<file path="src/rtl/register_bank_rd_pkg.sv">
// register_bank_rd_pkg: shared CPU widths, sp reset image and write-counter helper
package register_bank_rd_pkg;
  localparam int CPU_DATA_W = 32;
  localparam int CPU_ADDR_W = 5;
  localparam int SP_IDX = 29;
  localparam int unsigned SP_RESET_VAL = 227;
  localparam logic [15:0] WR_CNT_MAX = 16'hFFFF;
  function automatic logic [15:0] sat_inc(input logic [15:0] v);
    return (v == WR_CNT_MAX) ? v : v + 16'd1;
  endfunction
endpackage

</file>
<file path="src/rtl/register_bank_rd_operand_latch.sv">
// operand_latch: load-enabled operand register with asynchronous active-low clear
module operand_latch #(
  parameter int W = 32
) (
  input  logic         clk,
  input  logic         reset,
  input  logic         load_i,
  input  logic [W-1:0] d_i,
  output logic [W-1:0] q_o
);
  logic [W-1:0] data_q, data_d;
  // hold unless load is asserted
  always_comb data_d = load_i ? d_i : data_q;
  // capture next operand, clear on reset
  always_ff @(posedge clk or negedge reset)
    if (!reset) data_q <= '0;
    else data_q <= data_d;
  assign q_o = data_q;
endmodule

</file>
<file path="src/rtl/register_bank_rd.sv">
// register_bank_rd: 2-read/1-write register file with write-through bypass, A/B operand latches and write counter
module register_bank_rd
  import register_bank_rd_pkg::*;
#(
  parameter int DATA_W = CPU_DATA_W,
  parameter int ADDR_W = CPU_ADDR_W
) (
  input  logic              clk,
  input  logic              reset,
  input  logic              reg_write,
  input  logic [ADDR_W-1:0] write_reg,
  input  logic [DATA_W-1:0] write_data,
  input  logic [ADDR_W-1:0] read_reg1,
  input  logic [ADDR_W-1:0] read_reg2,
  input  logic              a_load,
  input  logic              b_load,
  output logic [DATA_W-1:0] read_data1,
  output logic [DATA_W-1:0] read_data2,
  output logic [DATA_W-1:0] a_out,
  output logic [DATA_W-1:0] b_out,
  output logic [15:0]       wr_count
);
  localparam int DEPTH = 2 ** ADDR_W;
  logic [DATA_W-1:0] regs_q [DEPTH];
  logic [15:0]       wr_count_q, wr_count_d;
  logic              commit;
  assign commit = reg_write && (write_reg != '0);
  // zero-latency reads; a same-cycle commit to the read index is forwarded (never index 0, since commit excludes it)
  always_comb begin
    read_data1 = (commit && read_reg1 == write_reg) ? write_data : regs_q[read_reg1];
    read_data2 = (commit && read_reg2 == write_reg) ? write_data : regs_q[read_reg2];
  end
  // register storage: reset loads the boot image (sp preset), r0 is never written so it stays 0
  always_ff @(posedge clk or negedge reset)
    if (!reset) for (int i = 0; i < DEPTH; i++) regs_q[i] <= (i == SP_IDX) ? DATA_W'(SP_RESET_VAL) : '0;
    else if (commit) regs_q[write_reg] <= write_data;
  // saturating count of committed writes
  always_comb wr_count_d = commit ? sat_inc(wr_count_q) : wr_count_q;
  // write counter state
  always_ff @(posedge clk or negedge reset)
    if (!reset) wr_count_q <= '0;
    else wr_count_q <= wr_count_d;
  assign wr_count = wr_count_q;
  operand_latch #(.W(DATA_W)) u_a (
    .clk    (clk),
    .reset  (reset),
    .load_i (a_load),
    .d_i    (read_data1),
    .q_o    (a_out)
  );
  operand_latch #(.W(DATA_W)) u_b (
    .clk    (clk),
    .reset  (reset),
    .load_i (b_load),
    .d_i    (read_data2),
    .q_o    (b_out)
  );
endmodule
</file>
<file path="config.mk">
export PLATFORM = sky130hd
export DESIGN_NAME = register_bank_rd
export DESIGN_NICKNAME = d
export VERILOG_FILES = /design/src/rtl/register_bank_rd_pkg.sv /design/src/rtl/register_bank_rd_operand_latch.sv /design/src/rtl/register_bank_rd.sv
export SDC_FILE = /design/constraint.sdc
export NUM_CORES = 2
export LEC_CHECK = 0
export CELL_PAD_IN_SITES_DETAIL_PLACEMENT = 1
export CELL_PAD_IN_SITES_GLOBAL_PLACEMENT = 1
export CORE_AREA = 5 5 336 338
export CTS_CLUSTER_SIZE = 8
export DETAILED_ROUTE_END_ITERATION = 6
export DIE_AREA = 0 0 341 343
export GPL_ROUTABILITY_DRIVEN = 0
export GPL_TIMING_DRIVEN = 0
export PLACE_DENSITY = 0.82
export SYNTH_ARGS = -nofsm -noshare
export SYNTH_HDL_FRONTEND = slang
export SYNTH_SLANG_ARGS = --single-unit
</file>
<file path="constraint.sdc">
create_clock -name clk -period 2.7 [get_ports clk]
set_input_delay 0.405 -clock clk [delete_from_list [all_inputs] [get_ports clk]]
set_output_delay 0.405 -clock clk [all_outputs]
set_load 0.01 [all_outputs]
</file>
==> results_dict.tcl <==
set metrics [dict create \
    grt_start_max_net_pins 177 \
    yosys_most_used_dff "dfrtp_1" \
    cts_max_level 4 \
    gr-total-overflow 0 \
    syn_nets 3838 \
    final_cell_count_no_fill 5749 \
    chipWidth_um 341 \
    cts_sinks 1104 \
    grt_pass1_vias 49400 \
    critPathRequiredTime_ns 2.30 \
    yosysWarnings 0 \
    vdd_drop_max_mv 0.688 \
    cts_inserted_buffers 156 \
    dr.pass1.iters 7 \
    start_util_pct 52.5 \
    drt.antenna.violating_nets 0 \
    routed_wl_um 298000 \
    dp.cells 5406 \
    drc 1 \
    total_power_mw 56.2 \
    finalNetCount 4330 \
    reg2reg_to "u_b.q_o[31]" \
    power.density_nw_per_um2 788 \
    power_leakage_nw 30.1 \
    synth.avg_cell_area_um2 15.2 \
    crit_path_start_kind "register" \
    end_kind "primary output" \
    cp_max_fo 3 \
    cp.arrival_ns 2.88 \
    core-area_um2 110000 \
    status "finished, violations left" \
    fin_crit_ns 3.29 \
    num_rows 122 \
    synthTopCellsByCount "1099 x dfrtp_1, 1039 x mux2_2, 504 x mux4_2, 248 x o22ai_1, 210 x clkbuf_1" \
    synthArstFlopShare_pct 100 \
    relSlewSlack_pct -2.68 \
    dieArea_um2 117000 \
    via_count 48400 \
    synth_edf_count 0 \
    place_hpwl_um 145000 \
    reg2reg_from "regs_q[799]" \
    fin_crit_sh_pct 122 \
    r2r.worst_path.cells 5 \
    die_h_um 343 \
    rsz0062_at_grt "yes" \
    seq_area_frac_synth_pct 48.0 \
    setup_ws_ns -0.589 \
    r2r_slack_ns 0.59 \
    yosysTopAreaCell "dfrtp_1" \
    num-fill-cells 9347 \
    drive_gt1_share_pct 58.3 \
    cts_buffer_depth 3 \
    grt_util_all_layers_pct 45.3 \
    hold_slack_ns -0.461 \
    ys_top_cells_by_area "dfrtp_1 48%, mux2_2 20%, mux4_2 20%" \
    maxCapViolations 1 \
    area_delta_synth_final_pct 23.9 \
    cts_tree "done" \
    tightest_slew_ns 1.54 \
    ios 196 \
    yosysTopAreaCellShare_pct 47.8 \
    min_path_type "in2async" \
    synth_most_common_cell "dfrtp_1" \
    clkLatencyLatePin_ns 0.80 \
    ys_ff_latch 1104 \
    final_hold_viol_count 108 \
    slew_violations 12 \
    synthDistinctLibCells 43 \
    crit_type "reg2out" \
    drt_iter0_markers 7550 \
    port_buffers 188 \
    violations "design-rule violations, negative hold slack, max-capacitance violations, max-slew violations, negative setup slack" \
    antenna_found_initial 14 \
    synth_area_um2 57600 \
    setup_violations 103 \
    grt_pass1_wl_um 377000 \
    wl_per_cell_um 51.7 \
    clockRootBuffer "clkbuf_16" \
    skew_ns 0.0481 \
    max_freq_mhz 304 \
    clkTransAtPathRegs_ns 0.06 \
    vias_per_cell 8.42 \
    syn_inst 3785 \
]
[layout make-up]
class	instances	area, µm²	share of cell area (%)
antenna	11	27.5	0.0386
buffer	430	3260	4.56
clock buffer	186	4130	5.79
clock inverter	7	113	0.158
inverter	4	15.0	0.0210
multi-input combinational	2240	30900	43.3
sequential	1104	27600	38.7
tap	1426	1780	2.50
timing repair buffer	341	3500	4.90
[routing by layer]
metal	GRT usage, %	routed length, µm
met1	52.0	90400
met2	66.5	125000
met3	18.3	45500
met4	38.0	36900
met5	0.408	267
[logic make-up after synthesis]
family	after synthesis	share of synthesized area [%]
compound gates	380	4.57
xor+xnor	24	0.365
fa+ha+maj	1	0.0217
buf+inv	441	3.90
flops	1104	48.0
mux	1592	40.9
simple gates	243	2.24
[how the worst max path moves through the flow]
| stage | from | cells after the start | to |
|---|---|---|---|
| 5_1_grt | regs_q[799] | 5 | read_data2[31] |
| 3_5_place_dp | read_reg2[3] | 9 | read_data2[8] |
| 2_1_floorplan | read_reg2[0] | 7 | read_data2[14] |
| 6_report | regs_q[799] | 5 | read_data2[31] |
| 3_3_place_gp | reset | 1 | regs_q[114] |
| 4_1_cts | read_reg2[3] | 10 | read_data2[26] |
[critical path, cell delays in order (launching register included)]
cell	delay [ns]
dfrtp_1	0.42
mux4_2	0.53
o22ai_2	0.51
nor4_2	0.12
mux2_4	0.36
buf_6	0.14
[registers in the layout, summed over array words and instances, names as in the netlist]
signal    count
u_b.q_o      32
u_a.q_o      32
wr_count     16
regs_q     1024
[layout by cell type (no fill, tap or decap), types with 18 or more instances in the layout]
cell | Yosys | final
dfrtp_1 | 1099 | 1096
mux2_2 | 1039 | 1002
mux4_2 | 504 | 504
buf_4 | 29 | 178
clkbuf_16 | 0 | 173
clkbuf_1 | 210 | 169
clkdlybuf4s50_1 | 0 | 114
o22ai_2 | 0 | 107
o22ai_4 | 0 | 104
buf_6 | 39 | 101
buf_2 | 124 | 84
nor2_1 | 84 | 83
a21boi_0 | 62 | 62
o2bb2ai_1 | 62 | 62
nor4_4 | 0 | 51
clkbuf_8 | 0 | 38
o22ai_1 | 248 | 37
mux2_4 | 0 | 37
mux2i_1 | 32 | 32
nand2_1 | 29 | 26
buf_12 | 0 | 22
buf_8 | 0 | 19
buf_1 | 25 | 18
[power breakdown]
group / total [mW] / switching (mW) / internal [mW]
combinational: 13.9 / 6.76 / 7.12
sequential: 23.2 / 3.58 / 19.7
clock: 19.1 / 8.39 / 10.7
total: 56.2 / 18.7 / 37.5
[what timing repair did]
item	4_1_cts	5_1_grt
cloned	5	2
setup endpoints to repair	191	214
buffers inserted	102	50
gates resized for setup	1009	164
pin swaps	104	79
hold endpoints to repair	108	108
[per-stage QoR]
step	area [µm²]	utilization, %	TNS (ns)	setup WS [ns]
2_1_floorplan	57600	-	0	0.370
3_3_place_gp	61300	55.8	-	-49.58
3_5_place_dp	61500	56.0	-601.44	-2.43
4_1_cts	70200	63.9	-10.65	-0.273
5_1_grt	71300	65.0	-21.52	-0.495
6_report	71400	65.0	-25.53	-0.589
(Power assumes the default switching activity.)
